<file path="src/rtl/hazard_forward_unit.sv">
// hazard_forward_unit: EX-stage forwarding selects, load-use bubble insertion,
// dcache-miss freeze and branch-flush handling for a 5-stage rv32i pipeline.
`default_nettype none

module hazard_forward_unit #(
    parameter int CNT_W = 32
) (
    input  logic             clk,
    input  logic             rst_n,
    input  logic             id_valid,
    input  logic [4:0]       id_rs1,
    input  logic [4:0]       id_rs2,
    input  logic             id_use_rs1,
    input  logic             id_use_rs2,
    input  logic [4:0]       id_rd,
    input  logic             id_regwrite,
    input  logic             id_is_load,
    input  logic             mem_stall,
    input  logic             br_flush,
    output logic [1:0]       EX_forwarding_sel1,
    output logic [1:0]       EX_forwarding_sel2,
    output logic             stall_if_id,
    output logic             bubble_ex,
    output logic             freeze_all,
    output logic [CNT_W-1:0] load_use_count
);

    typedef struct packed {
        logic       valid;
        logic [4:0] rd;
        logic       regwrite;
        logic       is_load;
    } tag_t;

    localparam logic [CNT_W-1:0] c_one = CNT_W'(1);
    localparam logic [CNT_W-1:0] c_max = '1;
    localparam logic [1:0]       c_sel_reg = 2'b00;
    localparam logic [1:0]       c_sel_wb  = 2'b01;
    localparam logic [1:0]       c_sel_mem = 2'b10;

    tag_t             r_ex;
    tag_t             r_mem;
    tag_t             r_wb;
    logic [4:0]       r_ex_rs1;
    logic [4:0]       r_ex_rs2;
    logic             r_ex_use1;
    logic             r_ex_use2;
    logic [CNT_W-1:0] r_count;
    // Low for the first cycle after reset so every output stays quiet then.
    logic             r_active;

    logic             w_load_use;
    logic             w_do_bubble;
    logic             w_do_stall;
    logic [1:0]       w_sel1;
    logic [1:0]       w_sel2;

    function automatic logic tag_hits(input tag_t t, input logic [4:0] src);
        return t.valid & t.regwrite & (t.rd != 5'd0) & (t.rd == src);
    endfunction

    function automatic logic [1:0] fwd_sel(input logic use_src, input logic [4:0] src,
                                           input tag_t mem_t, input tag_t wb_t);
        logic [1:0] sel;
        sel = c_sel_reg;
        if (use_src) begin
            if (tag_hits(mem_t, src)) begin
                sel = c_sel_mem;
            end else if (tag_hits(wb_t, src)) begin
                sel = c_sel_wb;
            end
        end
        return sel;
    endfunction

    always_comb begin
        w_load_use = id_valid & r_ex.is_load &
                     ((id_use_rs1 & tag_hits(r_ex, id_rs1)) |
                      (id_use_rs2 & tag_hits(r_ex, id_rs2)));
        // A flush already empties EX, so it swallows any load-use stall.
        w_do_bubble = ~mem_stall & (br_flush | w_load_use);
        w_do_stall  = ~mem_stall & ~br_flush & w_load_use;
        w_sel1 = fwd_sel(r_ex.valid & r_ex_use1, r_ex_rs1, r_mem, r_wb);
        w_sel2 = fwd_sel(r_ex.valid & r_ex_use2, r_ex_rs2, r_mem, r_wb);
    end

    assign EX_forwarding_sel1 = r_active ? w_sel1 : c_sel_reg;
    assign EX_forwarding_sel2 = r_active ? w_sel2 : c_sel_reg;
    assign stall_if_id        = r_active & w_do_stall;
    assign bubble_ex          = r_active & w_do_bubble;
    assign freeze_all         = r_active & mem_stall;
    assign load_use_count     = r_count;

    always_ff @(posedge clk or negedge rst_n) begin
        if (!rst_n) begin
            r_ex      <= '0;
            r_mem     <= '0;
            r_wb      <= '0;
            r_ex_rs1  <= 5'd0;
            r_ex_rs2  <= 5'd0;
            r_ex_use1 <= 1'b0;
            r_ex_use2 <= 1'b0;
            r_count   <= '0;
            r_active  <= 1'b0;
        end else begin
            r_active <= 1'b1;
            if (!mem_stall) begin
                r_wb  <= r_mem;
                r_mem <= r_ex;
                if (w_do_bubble) begin
                    r_ex      <= '0;
                    r_ex_rs1  <= 5'd0;
                    r_ex_rs2  <= 5'd0;
                    r_ex_use1 <= 1'b0;
                    r_ex_use2 <= 1'b0;
                end else begin
                    r_ex      <= '{valid: id_valid, rd: id_rd,
                                   regwrite: id_regwrite, is_load: id_is_load};
                    r_ex_rs1  <= id_rs1;
                    r_ex_rs2  <= id_rs2;
                    r_ex_use1 <= id_use_rs1;
                    r_ex_use2 <= id_use_rs2;
                end
                if (w_do_stall && (r_count != c_max)) begin
                    r_count <= r_count + c_one;
                end
            end
        end
    end

endmodule

`default_nettype wire
</file>
<file path="config.mk">
export PLATFORM = sky130hd
export DESIGN_NAME = hazard_forward_unit
export DESIGN_NICKNAME = d
export VERILOG_FILES = /design/src/rtl/hazard_forward_unit.sv
export SDC_FILE = /design/constraint.sdc
export NUM_CORES = 1
export LEC_CHECK = 0
export ABC_AREA = 0
export BUFFER_PORTS_ARGS = -buffer_cell sky130_fd_sc_hd__clkbuf_2
export CAP_MARGIN = 20
export CELL_PAD_IN_SITES_DETAIL_PLACEMENT = 1
export CELL_PAD_IN_SITES_GLOBAL_PLACEMENT = 2
export CORE_MARGIN = 5
export CORE_UTILIZATION = 40
export CTS_BUF_LIST = sky130_fd_sc_hd__clkbuf_8
export DETAILED_ROUTE_END_ITERATION = 16
export PLACE_DENSITY = 0.92
export SETUP_SLACK_MARGIN = 0.15
export SYNTH_ARGS = -nofsm -noshare
export SYNTH_HDL_FRONTEND = slang
export SYNTH_SLANG_ARGS = --single-unit
</file>
<file path="constraint.sdc">
create_clock -name clk -period 5.1 [get_ports clk]
set_input_delay 0.765 -clock clk [delete_from_list [all_inputs] [get_ports clk]]
set_output_delay 0.765 -clock clk [all_outputs]
set_load 0.01 [all_outputs]
</file>
==> impl_metrics.ini <==
[run_status]
status = complete, no violations

[routing]
drt_iter0_markers = 98
vias_per_cell = 5.36
ant_nets = 0
drt_wl_total_um = 8690
wl_per_cell_um = 18.6
vias = 2509
firstDrtPassIters = 4
drc_errors = 0

[cells_and_area]
nets = 383
multiInputGateArea_um2 = 1590
fin_cells = 468
fin_util_pct = 49.0
nFillCells = 924
drive_gt1_share_pct = 30.3
syn2layout_area_growth_pct = 20.0
antenna-diode-count = 0
seq_area_um2 = 1680
fin_area_um2 = 4000

[place]
place_ws_ns = 1.83
portBuffers = 62
dp_cells = 452
gp_congestion = 0.787
dp_hpwl_um = 6000
dpl_cell_area_um2 = 3730

[logic_synthesis]
synthFlopType = dfrtp_1
synth_top_area_cell = dfrtp_1
synthDominantCellAreaShare_pct = 50.3
ys_seq_elements = 67
muxShareOfSynthArea_pct = 5.07
synth-edff-count = 0
syn_inst = 295
synthSimpleGateAreaFrac_pct = 18.7
synth_area_leaders = dfrtp_1 50%, xor2_1 11%, a22o_1 5.3%
syn-num-nets = 320
ys_types = 43
synthXorXnorAreaFrac_pct = 16.2
synth-compound-area-share_pct = 7.09
yosys.area_share.adder_pct = 0.375
syn_avg_cell_area_um2 = 11.3
synth_warnings = 0
mappedNetlistArea_um2 = 3330
ys_seq_area_share_pct = 50.3
ys_top_cells_by_count = 67 x dfrtp_1, 43 x xor2_1, 20 x a22o_1, 20 x nand3_1
async_flop_share_pct = 100
synth_most_common_cell = dfrtp_1
synth_top_family_by_area = simple AND/OR/NAND/NOR gates

[critical_path]
worst-setup-path-type = flip-flop to primary output
crit_path_max_fanout = 5
reg2regPathDepth = 7
worstReg2RegEnd = load_use_count[22]$_DFFE_PN0P_
crit_path_start_kind = flip-flop
arrival_ns = 2.26
reg2reg_from = load_use_count[0]$_DFFE_PN0P_
worstPathRequired_ns = 4.34
cp-end-kind = primary output
r2r_slack_ns = 2.36

[sta]
fin_crit_sh_pct = 59.3
fmax_mhz = 331
finalSetupViolations = 0
post-route-min-period_ns = 3.02
finalHoldViolations = 0
fin_setup_tns_ns = 0
finalMaxSlewViolations = 0
timing.final.ws_setup_ns = 2.08
finalClockSkew_ns = 0.00596
slew_headroom_pct = 42.8
tightest_slew_ns = 0.856
hold_ws_ns = 0.501
rsz0062_at_grt = false

[floorplan]
fp.dieW_um = 101
ios = 63
die_h_um = 101
fp.dieArea_um2 = 10300
start_util_pct = 40.8
row_count = 33
core_um2 = 8180

[global_route]
overflow = 0
grt_pass1_vias = 2800
grt_max_degree = 68
grt_pass1_wl_um = 14400
grt_use_total_pct = 18.1
antenna_found_initial = 0

[clock_network]
holdBufCountCts = 0
clockBufferDepth = 2
cts_setup_buffers = 0
clk_pin_slew_ns = 0.08
h-tree-depth = 3
cts_root_buf = clkbuf_8
numCtsBuffers = 9
ctsResizeCount = 0
cts_tree = built
clock-sinks = 67
insertion_delay_ns = 0.34

[worst_hold_path]
whs_path_depth = 1
holdCritStartpoint = load_use_count[30]$_DFFE_PN0P_
min_to = load_use_count[30]$_DFFE_PN0P_
hold_class = flip-flop to flip-flop

[flow_run]
cap_violations = 0

[power]
ir_drop_v = 0.000172
power_mw = 1.31
power_leakage_nw = 2.03
powerDensity_nw_per_um2 = 326
-- routing by layer --
metal / GRT usage, % / vias up / part of all wire [%]
met3: 3.72 / 6 / 3.2
met2: 31.6 / 47 / 51
met5: 0 / - / 0
met4: 4.60 / 0 / 0.63
li1: - / 1180 / -
met1: 22.8 / 1276 / 45
-- worst max-delay path, stage by stage (launching register included) --
cell and delay, ns:
dfrtp_1 0.45, or4_1 0.54, o211ai_1 0.22, nor4_1 0.09, nand3_1 0.11, nor4b_1 0.30
clkbuf_2 0.20
-- state kept, by name, summed over array words and instances (netlist names) --
register	cells
load_use_count	32
r_ex_rs1	5
r_active	1
r_ex	8
r_wb	7
r_ex_use1	1
r_mem	7
r_ex_rs2	5
r_ex_use2	1
-- area by class of cell --
cell class | count | share of cell area (%)
sequential | 67 | 41.9
tap | 105 | 3.28
clock buffer | 10 | 3.44
inverter | 2 | 0.188
clock inverter | 6 | 3.41
timing repair buffer | 64 | 8.13
multi-input combinational | 214 | 39.7
-- logic make-up (layout without fill, tap and decap cells) --
group | Yosys count | count (layout)
AO/OA/AOI/OAI | 28 | 28
other | 1 | 1
AND/OR/NAND/NOR | 108 | 108
buffers and inverters | 14 | 82
adder cells (fa/ha/maj) | 1 | 1
XOR/XNOR | 61 | 61
flip-flops | 67 | 67
multiplexers | 15 | 15
-- worst max-delay path by stage --
stage / start / to / slack (ns) / depth (start not counted)
global placement: mem_stall / load_use_count[22]$_DFFE_PN0P_ / 1.84 / 6
detailed placement: mem_stall / load_use_count[22]$_DFFE_PN0P_ / 1.83 / 6
global route: mem_stall / load_use_count[13]$_DFFE_PN0P_ / 1.90 / 6
floorplan: r_mem[3]$_DFFE_PN0N_ / EX_forwarding_sel1[0] / 2.63 / 5
finish: r_mem[3]$_DFFE_PN0N_ / EX_forwarding_sel1[0] / 2.08 / 6
CTS: r_mem[3]$_DFFE_PN0N_ / EX_forwarding_sel1[0] / 2.05 / 6
-- cell usage in the layout (no fill, tap or decap), drive strengths merged, types with 3 or more instances in the layout --
| cell | Yosys | layout |
|---|---|---|
| nor3 | 18 | 18 |
| nor4 | 9 | 9 |
| mux2 | 15 | 15 |
| bufinv | 0 | 4 |
| xnor2 | 18 | 18 |
| dfrtp | 67 | 67 |
| and4 | 3 | 3 |
| a21oi | 3 | 3 |
| nand2 | 15 | 15 |
| xor2 | 43 | 43 |
| nand3 | 21 | 21 |
| clkbuf | 7 | 72 |
| and3 | 4 | 4 |
| nor2 | 17 | 17 |
| nand4 | 11 | 11 |
| a22o | 20 | 20 |
| or3 | 3 | 3 |
-- power by group --
part	leakage, nW	internal (mW)	switching, mW
registers	0.902	0.558	0.0362
clock network	0.133	0.388	0.216
logic	0.998	0.0555	0.0521
(Power assumes the default switching activity.)
